===== src/rtl/fb_line_reader_if.sv =====
// fb_line_reader_if
//   SDRAM arbiter read port seen by the framebuffer line reader.
//   master modport: the read master (fb_line_reader)
//   slave modport : the arbiter side
//   Signals:
//     sdram_rd      master->slave  read request, held until sdram_ac
//     sdram_addr    master->slave  22-bit word address of current request
//     sdram_wait    slave->master  arbiter busy, no new read may start
//     sdram_ac      slave->master  read accepted this cycle
//     sdram_rdvalid slave->master  sdram_rdata valid (issue order)
//     sdram_rdata   slave->master  128-bit read data
interface fb_line_reader_if;
    logic         sdram_rd;
    logic [21:0]  sdram_addr;
    logic         sdram_wait;
    logic         sdram_ac;
    logic         sdram_rdvalid;
    logic [127:0] sdram_rdata;

    modport master (
        output sdram_rd,
        output sdram_addr,
        input  sdram_wait,
        input  sdram_ac,
        input  sdram_rdvalid,
        input  sdram_rdata
    );

    modport slave (
        input  sdram_rd,
        input  sdram_addr,
        output sdram_wait,
        output sdram_ac,
        output sdram_rdvalid,
        output sdram_rdata
    );
endinterface


===== src/rtl/fb_line_reader.sv =====
// fb_line_reader
//   Scanout-side SDRAM read master. Each accepted line request fetches
//   WORDS_PER_LINE 128-bit words from the display buffer (the one not being
//   drawn) and writes them into one bank of a ping-pong line buffer.
//
//   Optional feature macro: FBR_BLANK_EN
//     defined   : extra input 'blank'; a blank line is filled with zero words
//                 on consecutive cycles without any SDRAM read.
//     undefined : every line is read from SDRAM.
//
//   Ports:
//     clk        rising-edge clock
//     reset      asynchronous, active-low reset
//     frame_flip buffer currently drawn (1 = OFFSET1)
//     new_frame  frame-start pulse, latches the display select
//     line_req   line fetch request pulse
//     line_num   line to fetch (sampled with line_req)
//     line_bank  line-buffer bank to fill (sampled with line_req)
//     blank      (FBR_BLANK_EN only) fill the line with zeros
//     sdram      SDRAM arbiter read port (master modport)
//     lb_wr      line-buffer write strobe
//     lb_addr    line-buffer address {bank, word index}
//     lb_data    line-buffer write data
//     busy       fetch in progress
//     done       pulse one cycle after the last line-buffer write
//     overrun    sticky flag: a request was dropped
module fb_line_reader #(
    parameter int unsigned WORDS_PER_LINE  = 40,
    parameter int unsigned LINES           = 480,
    parameter logic [21:0] OFFSET0         = 22'h100000,
    parameter logic [21:0] OFFSET1         = 22'h200000,
    parameter int unsigned MAX_OUTSTANDING = 4
) (
    input  logic              clk,
    input  logic              reset,
    input  logic              frame_flip,
    input  logic              new_frame,
    input  logic              line_req,
    input  logic [8:0]        line_num,
    input  logic              line_bank,
`ifdef FBR_BLANK_EN
    input  logic              blank,
`endif
    fb_line_reader_if.master  sdram,
    output logic              lb_wr,
    output logic [6:0]        lb_addr,
    output logic [127:0]      lb_data,
    output logic              busy,
    output logic              done,
    output logic              overrun
);

    typedef enum logic [2:0] {
        S_IDLE,
        S_PAUSE,
        S_ISSUE,
        S_DRAIN,
        S_BLANK
    } state_t;

    localparam logic [5:0] WPL  = 6'(WORDS_PER_LINE);
    localparam logic [3:0] MAXO = 4'(MAX_OUTSTANDING);

    state_t       state;
    state_t       state_nx;
    logic         disp_sel;
    logic         bank_q;
    logic         rd_held;
    logic         rd;
    logic [5:0]   issued;
    logic [5:0]   received;
    logic [3:0]   outstanding;
    logic [21:0]  addr_q;
    logic [21:0]  base;
    logic         blank_sel;
    logic         start;
    logic         start_blank;
    logic         accept;
    logic         rdv_ok;

`ifdef FBR_BLANK_EN
    assign blank_sel = blank;
`else
    assign blank_sel = 1'b0;
`endif

    assign base        = (disp_sel ? OFFSET1 : OFFSET0)
                       + 22'(line_num) * 22'(WORDS_PER_LINE);
    assign start       = line_req && (state == S_IDLE) && (32'(line_num) < LINES);
    assign start_blank = start && blank_sel;
    assign accept      = rd && sdram.sdram_ac;
    // Data with nothing outstanding is stale (e.g. issued before a reset).
    assign rdv_ok      = sdram.sdram_rdvalid && (outstanding != 4'd0);
    assign busy        = (state != S_IDLE);

    assign sdram.sdram_rd   = rd;
    assign sdram.sdram_addr = addr_q;

    always_ff @(posedge clk or negedge reset) begin
        if (!reset) begin
            state <= S_IDLE;
        end else begin
            state <= state_nx;
        end
    end

    always_comb begin
        state_nx = state;
        rd       = 1'b0;
        case (state)
            S_IDLE: begin
                if (start) begin
                    if (blank_sel)
                        state_nx = S_BLANK;
                    else if (sdram.sdram_wait)
                        state_nx = S_PAUSE;
                    else
                        state_nx = S_ISSUE;
                end
            end
            S_PAUSE: begin
                if (!sdram.sdram_wait)
                    state_nx = S_ISSUE;
            end
            S_ISSUE: begin
                // A request already on the bus is held regardless of wait;
                // a fresh one needs wait low and room in the outstanding window.
                rd = rd_held || (!sdram.sdram_wait && (outstanding < MAXO));
                if (rd && sdram.sdram_ac && (issued == WPL - 6'd1))
                    state_nx = S_DRAIN;
                else if (sdram.sdram_wait && !rd)
                    state_nx = S_PAUSE;
            end
            S_DRAIN: begin
                if (received == WPL)
                    state_nx = S_IDLE;
            end
            S_BLANK: begin
                if (received == WPL)
                    state_nx = S_IDLE;
            end
            default: state_nx = S_IDLE;
        endcase
    end

    always_ff @(posedge clk or negedge reset) begin
        if (!reset) begin
            disp_sel    <= 1'b0;
            bank_q      <= 1'b0;
            rd_held     <= 1'b0;
            issued      <= '0;
            received    <= '0;
            outstanding <= '0;
            addr_q      <= '0;
            lb_wr       <= 1'b0;
            lb_addr     <= '0;
            lb_data     <= '0;
            done        <= 1'b0;
            overrun     <= 1'b0;
        end else begin
            if (new_frame)
                disp_sel <= ~frame_flip;

            if (line_req && ((state != S_IDLE) || (32'(line_num) >= LINES)))
                overrun <= 1'b1;

            rd_held <= rd && !sdram.sdram_ac;

            if (start) begin
                addr_q   <= base;
                bank_q   <= line_bank;
                issued   <= '0;
                received <= '0;
            end else if (accept) begin
                addr_q <= addr_q + 22'd1;
                issued <= issued + 6'd1;
            end

            case ({accept, rdv_ok})
                2'b10:   outstanding <= outstanding + 4'd1;
                2'b01:   outstanding <= outstanding - 4'd1;
                default: outstanding <= outstanding;
            endcase

            lb_wr <= 1'b0;
            if (rdv_ok) begin
                lb_wr    <= 1'b1;
                lb_addr  <= {bank_q, received};
                lb_data  <= sdram.sdram_rdata;
                received <= received + 6'd1;
            end

            // Blank lines write word 0 straight from the request cycle so the
            // zero fill runs on consecutive cycles.
            if (start_blank) begin
                lb_wr    <= 1'b1;
                lb_addr  <= {line_bank, 6'd0};
                lb_data  <= '0;
                received <= 6'd1;
            end else if ((state == S_BLANK) && (received != WPL)) begin
                lb_wr    <= 1'b1;
                lb_addr  <= {bank_q, received};
                lb_data  <= '0;
                received <= received + 6'd1;
            end

            done <= ((state == S_DRAIN) || (state == S_BLANK)) && (received == WPL);
        end
    end

endmodule


===== src/flat_wrapper.sv =====
// flat-port wrapper written by rule: the top's interface ports become plain ports
module fb_line_reader_flat 
#(
    parameter int unsigned WORDS_PER_LINE  = 40,
    parameter int unsigned LINES           = 480,
    parameter logic [21:0] OFFSET0         = 22'h100000,
    parameter logic [21:0] OFFSET1         = 22'h200000,
    parameter int unsigned MAX_OUTSTANDING = 4
)
  (clk, reset, frame_flip, new_frame, line_req, line_num, line_bank, lb_wr, lb_addr, lb_data, busy, done, overrun, sdram_sdram_rd, sdram_sdram_addr, sdram_sdram_wait, sdram_sdram_ac, sdram_sdram_rdvalid, sdram_sdram_rdata);
  fb_line_reader_if sdram_i ();
  input  logic clk;
  input  logic reset;
  input  logic frame_flip;
  input  logic new_frame;
  input  logic line_req;
  input  logic [8:0] line_num;
  input  logic line_bank;
  output logic lb_wr;
  output logic [6:0] lb_addr;
  output logic [127:0] lb_data;
  output logic busy;
  output logic done;
  output logic overrun;
  output wire logic [$bits(sdram_i.sdram_rd)-1:0] sdram_sdram_rd;
  output wire logic [$bits(sdram_i.sdram_addr)-1:0] sdram_sdram_addr;
  input wire logic [$bits(sdram_i.sdram_wait)-1:0] sdram_sdram_wait;
  input wire logic [$bits(sdram_i.sdram_ac)-1:0] sdram_sdram_ac;
  input wire logic [$bits(sdram_i.sdram_rdvalid)-1:0] sdram_sdram_rdvalid;
  input wire logic [$bits(sdram_i.sdram_rdata)-1:0] sdram_sdram_rdata;
  assign sdram_sdram_rd = sdram_i.sdram_rd;
  assign sdram_sdram_addr = sdram_i.sdram_addr;
  assign sdram_i.sdram_wait = sdram_sdram_wait;
  assign sdram_i.sdram_ac = sdram_sdram_ac;
  assign sdram_i.sdram_rdvalid = sdram_sdram_rdvalid;
  assign sdram_i.sdram_rdata = sdram_sdram_rdata;
  fb_line_reader #(.WORDS_PER_LINE(WORDS_PER_LINE), .LINES(LINES), .OFFSET0(OFFSET0), .OFFSET1(OFFSET1), .MAX_OUTSTANDING(MAX_OUTSTANDING)) u_core (.clk(clk), .reset(reset), .frame_flip(frame_flip), .new_frame(new_frame), .line_req(line_req), .line_num(line_num), .line_bank(line_bank), .sdram(sdram_i), .lb_wr(lb_wr), .lb_addr(lb_addr), .lb_data(lb_data), .busy(busy), .done(done), .overrun(overrun));
endmodule

===== config.mk =====
export PLATFORM = sky130hd
export DESIGN_NAME = fb_line_reader_flat
export DESIGN_NICKNAME = d
export VERILOG_FILES = /design/src/rtl/fb_line_reader_if.sv /design/src/rtl/fb_line_reader.sv /design/src/flat_wrapper.sv
export SDC_FILE = /design/constraint.sdc
export NUM_CORES = 1
export LEC_CHECK = 0
export CAP_MARGIN = 10
export CORE_MARGIN = 1
export CORE_UTILIZATION = 44
export DETAILED_ROUTE_END_ITERATION = 10
export PLACE_DENSITY_LB_ADDON = 0.08
export SYNTH_ARGS = -nofsm -noshare
export SYNTH_HDL_FRONTEND = slang
export SYNTH_SLANG_ARGS = --single-unit
export TNS_END_PERCENT = 100

===== constraint.sdc =====
create_clock -name clk -period 3.2 [get_ports clk]
set_input_delay 0.32 -clock clk [delete_from_list [all_inputs] [get_ports clk]]
set_output_delay 0.32 -clock clk [all_outputs]
set_load 0.05 [all_outputs]

# After elaboration in Yosys (flattened, before gate mapping)

Cells that the tools add are included.

Register bits: 182
Input port bits: 146
Output and inout bits: 162

Equal/unequal tests: 13
Reduce and logical (&&, ||, !) cells: 27
Multiplexer cells: 23
$lt $le $gt $ge: 3
Multipliers: 1
Add/sub/neg operators: 6
Bitwise logic cells: 1

Operator list:

| kind                    | count |
|---|---|
| $mux W128               | 2 |
| $mux W22                | 3 |
| $mux W6                 | 5 |
| $add A22 B1 Y22 const B | 1 |
| $add A22 B15 Y22        | 1 |
| $mux W3                 | 5 |
| $mux W7                 | 2 |
| $add A6 B1 Y6 const B   | 2 |
| $eq A6 B6 Y1 const B    | 2 |
| $logic_and A1 B1 Y1     | 12 |
| $mul A9 B3 Y12 const B  | 1 |
| $pmux W3 S4             | 1 |
| $ge A9 B9 Y1 const B    | 1 |
| $lt A9 B9 Y1 const B    | 1 |
| $pmux W4 S2             | 1 |
| $eq A3 B2 Y1 const B    | 2 |
| $ne A6 B6 Y1 const B    | 1 |
| $reduce_bool A2 Y1      | 3 |
| $reduce_bool A3 Y1      | 2 |
| $add A4 B1 Y4 const B   | 1 |
| $lt A4 B3 Y1 const B    | 1 |
| $ne A2 B1 Y1 const B    | 2 |
| $reduce_and A4 Y1       | 1 |
| $reduce_bool A4 Y1      | 1 |
| other kinds (14)        | 20 |

# Depth between registers and ports, before layout

Gate-level depths: netlist of run 1.

Depth in word-level cells: 8
Depth in mapped cells: 12

# Worst setup path before layout of run 1

OpenSTA, ideal clock, no wires.

Path kind: flip-flop to flip-flop
Start: reg u_core.outstanding[2]
End: reg u_core.outstanding[2]
Data required time: 3069 ps
Library setup time: 131 ps
Setup slack: 737 ps
Arrival: 2333 ps
Path buffers: 1
Cell stages (with the launch flop): 11
Clock period less this slack: 2463 ps
Path through: dfrtp_1 > o41ai_4 > inv_2 > clkbuf_1 > ha_1 > xor2_1 > ha_1 > a21oi_1 > xor2_1 > nor2_1 > xor2_1

Elaborated cells between the ends (all ways): 13
Classes of those cells: add/sub (2); order compare (1); eq/ne (2); mux (2); reduce/logical (6)

RTL lines:

| element                                           | line                  | RTL |
|---|---|---|
| start, declared                                   | fb_line_reader.sv:72  | `logic [3:0] outstanding;` |
| start signal, assigned                            | fb_line_reader.sv:180 | `2'b10: outstanding <= outstanding + 4'd1;` |
| start signal, assigned                            | fb_line_reader.sv:181 | `2'b01: outstanding <= outstanding - 4'd1;` |
| start signal, assigned                            | fb_line_reader.sv:182 | `default: outstanding <= outstanding;` |
| $reduce_bool A4 Y1 (*)                            | fb_line_reader.sv:93  | `assign rdv_ok = sdram.sdram_rdvalid && (outstanding != 4'd0);` |
| $logic_and A1 B1 Y1 (*)                           | fb_line_reader.sv:93  |  |
| net u_core.rdv_ok                                 | fb_line_reader.sv:79  | `logic rdv_ok;` |
| $eq A2 B1 Y1 or $eq A2 B2 Y1 (tied branches)      | fb_line_reader.sv:179 | `case ({accept, rdv_ok})` |
| $pmux W4 S2 or $reduce_bool A2 Y1 (tied branches) | --                    |  |

The timed path passes the listed nets; every way through them passes the cells marked *.
A chain may end at the register's enable or synchronous reset.

# Final worst setup path of run 1

Start: reg u_core.outstanding[2]
End: reg u_core.outstanding[2]

Longest elaborated chain between the ends: 7
Elaborated cells between the ends (all ways): 13
Classes of those cells: add/sub (2); order compare (1); eq/ne (2); mux (2); reduce/logical (6)

RTL lines:

| element                                           | line                  | RTL |
|---|---|---|
| $lt A4 B3 Y1                                      | fb_line_reader.sv:128 | `rd = rd_held \|\| (!sdram.sdram_wait && (outstanding < MAXO));` |
| $logic_and A1 B1 Y1                               | fb_line_reader.sv:128 |  |
| $logic_or A1 B1 Y1                                | fb_line_reader.sv:128 |  |
| $mux W1                                           | fb_line_reader.sv:110 | `case (state)` |
| $logic_and A1 B1 Y1                               | fb_line_reader.sv:91  | `assign accept = rd && sdram.sdram_ac;` |
| $eq A2 B1 Y1 or $eq A2 B2 Y1 (tied branches)      | fb_line_reader.sv:179 |  |
| $pmux W4 S2 or $reduce_bool A2 Y1 (tied branches) | --                    |  |

Parallel ways exist; a longest one is shown, timed or not.

==> reports/results.ini, run 1 <==
[worst_hold_path]
hold_class=in -> reg

[layout]
design_area_mm2=0.0117
drive_gt1_share_pct=3.93
area_growth_pct=49.9
mostFrequentLayoutCells=nand2_1 (431), clkdlybuf4s50_1 (306), dfrtp_1 (181), xor2_1 (26), nor2_1 (26)
mostFrequentLayoutCell=nand2_1
diodes=0
nNetsFinal=1325
stdcell_count=1394

[setup_path]
crit_family=compound AO/OA/AOI/OAI gates
critical_path_buf_inv_count=1
critical_path_depth=9
r2r-end=u_core.outstanding[2]
path_cells=o41ai_4, inv_4, ha_1, xor2_1, ha_1, a21oi_1, xor2_1, nor2_1, xor2_1
critPathMaxFanout=33
r2r_start=u_core.outstanding[2]
endpoint=u_core.outstanding[2]
r2r_setup_slack_ps=630
crit_arrival_ps=2860
crit_path_top_delay_cell=o41ai_4
cp_common_cell=xor2_1
required_ps=3490
critPathLaunch=u_core.outstanding[2]
crit_type=reg -> reg
cpPeakStageDelay_ps=520
cp-end-kind=flop
rr_worst_depth=9
cp-start-kind=flop

[logic_synthesis]
ys_top_cells_by_area=dfrtp_1 (58%), nand2_1 (21%), ha_1 (3.4%)
yosys_warnings=0
netlist_instances=860
synth_fp_nets=1028
synth_cell_type_count=48
ys_ff_latch=181
syn-cell-area_mm2=0.00779
avgSynthCellArea_um2=9.06
synthFlopType=dfrtp_1
async_flop_share_pct=100
synth_seq_area_share_pct=58.1
synth_enable_flop_cells=0
yosys.area.top_type_share_pct=58.1
synth_largest_area_cell=dfrtp_1

[grt]
grt_overflow=0
grt_first_pass_wirelength_um=33100
antenna_found_initial=0
grt_util_all_layers_pct=23.3
grt_pass1_vias=6500
grt_max_degree=142

[floorplan]
pin_count=308
design.core.area_mm2=0.0173
die_h_um=135
die_area_mm2=0.0182
fp-row-count=48
die_x_um=135
start_util_pct=45.0

[cts]
cts_tree=done
clkLatencyLatePin_ps=420
post-cts-setup-buffers=0
h-tree-depth=4
numCtsBuffers=17
cts.clk_slew.worst_paths_ps=70
cts_root_buf=clkbuf_16
cts_buffer_depth=2
cts_sinks=181

[routing]
vias_per_cell=4.82
wl_um=20600
dr.pass1.iters=4
initialDrtViolationCount=392
vias=6719
drc=0
final_antenna_net_count=0
routedWlPerCell_um=14.8

[placed_design]
dp.cells=1362
dpl_cell_area_mm2=0.0111
gp_congestion=0.792
dp_hpwl_um=14400
port_buffers=307

[timing]
hold_ws_ps=422
fin_skew_ps=6.85
setup-violations-final=0
fmaxAchievable_mhz=389
worst_pin_slew_ps=606
setup_tns_ps=0
min_period_ps=2570
slew_headroom_pct=59.6
hold_viol=0
rsz0062_at_grt=no
finalCritPeriodShare_pct=80.3
slew_violations=0

[power_and_ir_drop]
finalPower_uw=10000
power_density_mw_per_mm2=859
p_leak_uw=0.00560
ir_worst_vdd_mv=0.491

[job]
drv_cap=0

[status]
status=completed

[tightest hold or removal path, stage by stage]
cell             delay [ps]
clkdlybuf4s50_1         390
nand2_1                  50
nand2_1                  40
[final cells by class]
type                            count  area [µm²]
Clock buffer                       19         453
Inverter                            7        28.8
Sequential cell                   181        4530
Clock inverter                     12         145
Timing Repair Buffer              317        3180
Tap cell                          225         282
Fill cell                        1459        5620
Multi-Input combinational cell    633        3070
[layer usage]
metal  vias up  global-route usage (%)  share of wire (%)  wire, µm
li1       3338                       -                  -         -
met4         0                    8.80                1.7       348
met3        23                    6.53                7.4      1530
met5         -                       0                  0         0
met1      3145                    29.4                 42      8720
met2       213                    38.2                 48      9980
[sequential cells by signal, indices dropped and copies added (netlist names)]
name                     cells
u_core.done                  1
u_core.disp_sel              1
u_core.lb_data             128
u_core.received              6
u_core.state                 2
u_core.outstanding           4
u_core.lb_addr               7
u_core.overrun               1
u_core.bank_q                1
u_core.sdram.sdram_addr     22
u_core.issued                6
u_core.rd_held               1
u_core.lb_wr                 1
[stage by stage]
step / util [%] / worst slack [ps]
after floorplan: - / 737
after global placement: 64.0 / 514
after detailed placement: 64.0 / 433
after CTS: 67.5 / 598
after global routing: 67.5 / 485
final: 67.5 / 631
[cell families (layout without fill, tap and decap cells)]
family	count (synthesis)	in the layout	share of synthesized area, %
multiplexers	4	4	0.530
adder cells (fa/ha/maj)	22	22	3.63
buffers and inverters	46	355	2.51
XOR/XNOR	31	31	3.48
AND/OR/NAND/NOR	519	519	27.0
flip-flops	181	181	58.1
AO/OA/AOI/OAI	57	57	4.74
[cells in the mapped netlist (4+ instances only)]
cell type and number:
ha_1 21, clkbuf_1 22, nand2_1 431, xnor2_1 5, o21ai_0 23, nor3_1 4, and3_1 9, nor2_1 26
nand3_1 15, a21oi_1 9, xor2_1 26, buf_2 15, inv_1 6, a31oi_1 4, dfrtp_1 181, nand4_1 15
[where the power goes]
part	leakage [µW]	total [µW]	switching [µW]	internal, µW
clock network	0.000281	2110	904	1200
registers	0.00224	3360	466	2900
logic	0.00307	4560	3050	1510
total	0.00560	10000	4420	5610
[timing repair]
item	4_1_cts	5_1_grt
setup endpoints to repair	0	0
endpoints found under the hold margin	56	0
gates resized for setup	0	0
hold buffers	1	0
[worst min path at each step]
stage                          startpoint  slack [ps]  cells past startpoint             endpoint
detailed placement                  reset         340                      1  u_core.lb_data[107]
global placement                    reset         340                      1   u_core.lb_data[30]
global route        sdram_sdram_rdata[22]         420                      3   u_core.lb_data[22]
floorplan                           reset          20                      0        u_core.bank_q
CTS                 sdram_sdram_rdata[76]         400                      3   u_core.lb_data[76]
finish              sdram_sdram_rdata[34]         420                      3   u_core.lb_data[34]
No activity file was read; power rests on OpenSTA's default activity.
==> run 2, diff against run 1 <==
==> constraint.sdc (replaced) <==
create_clock -name clk -period 2.55 [get_ports clk]
set_input_delay 0.255 -clock clk [delete_from_list [all_inputs] [get_ports clk]]
set_output_delay 0.255 -clock clk [all_outputs]
set_load 0.05 [all_outputs]
==> run 2 against run 1 <==
Effect of this change:
- maximum frequency up 11%
- sequential share of layout area is essentially flat
- critical path depth stayed put
- cell count is 0.14% higher
- design area grew 0.13%
- sequential power rose by 26%
- die area did not move
- clock skew increased by 1.7 ps
- non-clock buffer count increased by 1
- global-route usage is 0.85 points lower
- core utilization up 0.087 points
- largest power group unchanged
- highest routed layer unchanged
==> reports/results.ini, run 2 (synthesis results as in run 1) <==
[floorplan]
fp-row-count=48  ; unchanged
start_util_pct=45.0  ; unchanged
design.core.area_mm2=0.0173  ; unchanged
die_x_um=135  ; unchanged
pin_count=308  ; unchanged
die_area_mm2=0.0182  ; unchanged
die_h_um=135  ; unchanged

[setup_path]
r2r_setup_slack_ps=230  ; was 630 ps
required_ps=2850  ; was 3490 ps
crit_arrival_ps=2610  ; was 2860 ps
r2r-end=u_core.outstanding[2]  ; unchanged
endpoint=u_core.outstanding[2]  ; unchanged
r2r_start=u_core.outstanding[0]  ; was u_core.outstanding[2]
critPathMaxFanout=5  ; was 33
crit_type=reg -> reg  ; unchanged
rr_worst_depth=9  ; unchanged
cp-start-kind=flop  ; unchanged
cp-end-kind=flop  ; unchanged
critPathLaunch=u_core.outstanding[0]  ; was u_core.outstanding[2]

[timing]
finalCritPeriodShare_pct=90.8  ; was 80.3%
rsz0062_at_grt=no  ; unchanged
setup_tns_ps=0  ; unchanged
slew_violations=0  ; unchanged
worst_slack_ps=233  ; was 631 ps
slew_headroom_pct=57.9  ; was 59.6%
setup-violations-final=0  ; unchanged
fmaxAchievable_mhz=432  ; was 389 MHz
fin_skew_ps=8.51  ; was 6.85 ps
worst_pin_slew_ps=626  ; was 606 ps
min_period_ps=2320  ; was 2570 ps
hold_viol=0  ; unchanged

[layout]
mostFrequentLayoutCell=nand2_1  ; unchanged
design_area_mm2=0.0117  ; about the same
nNetsFinal=1326  ; was 1325
drive_gt1_share_pct=4.01  ; was 3.93%
diodes=0  ; unchanged
stdcell_count=1396  ; was 1394
largest_register=u_core.lb_data  ; unchanged
largest_reg_flops=128  ; unchanged
mostFrequentLayoutCells=nand2_1 (431), clkdlybuf4s50_1 (305), dfrtp_1 (181), xor2_1 (26), nor2_1 (26)  ; was nand2_1 (431), clkdlybuf4s50_1 (306), dfrtp_1 (181), xor2_1 (26), nor2_1 (26)
area_growth_pct=50.1  ; was 49.9%

[routing]
initialDrtViolationCount=286  ; was 392
vias=6777  ; was 6719
wl_um=20300  ; was 20600 µm
vias_per_cell=4.85  ; was 4.82
routedWlPerCell_um=14.5  ; was 14.8 µm
drc=0  ; unchanged
final_antenna_net_count=0  ; unchanged
dr.pass1.iters=4  ; unchanged

[grt]
grt_first_pass_wirelength_um=32300  ; was 33100 µm
grt_max_degree=142  ; unchanged
antenna_found_initial=0  ; unchanged
grt_pass1_vias=6404  ; was 6500
grt_util_all_layers_pct=22.5  ; was 23.3%
grt_overflow=0  ; unchanged

[cts]
ctsResizeCount=0  ; unchanged
cts_tree=done  ; unchanged
clkLatencyLatePin_ps=420  ; about the same
cts.clk_slew.worst_paths_ps=70  ; about the same
cts_root_buf=clkbuf_16  ; unchanged
h-tree-depth=4  ; unchanged
numCtsBuffers=17  ; unchanged
cts_buffer_depth=2  ; unchanged
cts_sinks=181  ; unchanged

[placed_design]
dpl_cell_area_mm2=0.0111  ; about the same
dp.cells=1363  ; was 1362
post-place-ws_ps=44.2  ; was 433 ps
gp_congestion=0.813  ; was 0.792
dp_hpwl_um=14300  ; was 14400 µm
port_buffers=307  ; unchanged

[status]
status=completed  ; unchanged

[job]
drv_cap=0  ; unchanged

[power_and_ir_drop]
p_leak_uw=0.00562  ; was 0.00560 µW
ir_worst_vdd_mv=0.537  ; was 0.491 mV
power_density_mw_per_mm2=1070  ; was 859 mW/mm²
finalPower_uw=12600  ; was 10000 µW

[worst_hold_path]
hold_class=in -> reg  ; unchanged

-- run 2: critical path, stage by stage, from the launching register on --
cell and delay (ps):
dfrtp_1 470, o41ai_4 510, inv_4 80, ha_1 270, xor2_1 180, ha_1 190
a21oi_1 140, xor2_1 160, nor2_1 60, xor2_1 140
-- run 2: repair_timing --
action                                  4_1_cts  5_1_grt
hold endpoints to repair                     55        0
hold buffers                                  1        0
endpoints found under the setup margin        0        1
buffers inserted                              0        0
-- run 2: how the worst min path moves through the flow --
| stage | endpoint | depth (start not counted) | from | slack, ps |
|---|---|---|---|---|
| 2_1_floorplan | u_core.bank_q | 0 | reset | -40 |
| 3_3_place_gp | u_core.lb_data[30] | 1 | reset | 270 |
| 3_5_place_dp | u_core.lb_data[115] | 1 | reset | 270 |
| 4_1_cts | u_core.lb_data[74] | 3 | sdram_sdram_rdata[74] | 340 |
| 5_1_grt | u_core.lb_data[11] | 3 | sdram_sdram_rdata[11] | 350 |
| 6_report | u_core.lb_data[44] | 3 | sdram_sdram_rdata[44] | 360 |
-- run 2: cell type report --
| class | count | area [µm²] |
|---|---|---|
| fill | 1402 | 5600 |
| sequential | 181 | 4530 |
| timing repair buffer | 318 | 3190 |
| multi-input combinational | 633 | 3070 |
| clock buffer | 22 | 474 |
| tap | 225 | 282 |
| clock inverter | 10 | 121 |
| inverter | 7 | 28.8 |
-- run 2: where the power goes --
part	switching, µW	internal [µW]	total, µW
combinational	3820	1900	5720
sequential	579	3640	4220
clock	1100	1530	2630
-- run 2: per-stage QoR --
| step | utilization [%] | hold slack, ps |
|---|---|---|
| detailed placement | 64.1 | 271 |
| global placement | 64.1 | 267 |
| finish | 67.6 | 361 |
| CTS | 67.6 | 342 |
| global route | 67.6 | 348 |
| floorplan | - | -40.6 |
-- run 2: metal layers --
layer | routed length, µm | track usage [%] | share of wire, %
met4 | 422 | 7.93 | 2.1
met2 | 9530 | 36.4 | 47
met1 | 8760 | 28.5 | 43
met5 | 0 | 0 | 0
met3 | 1530 | 6.91 | 7.6
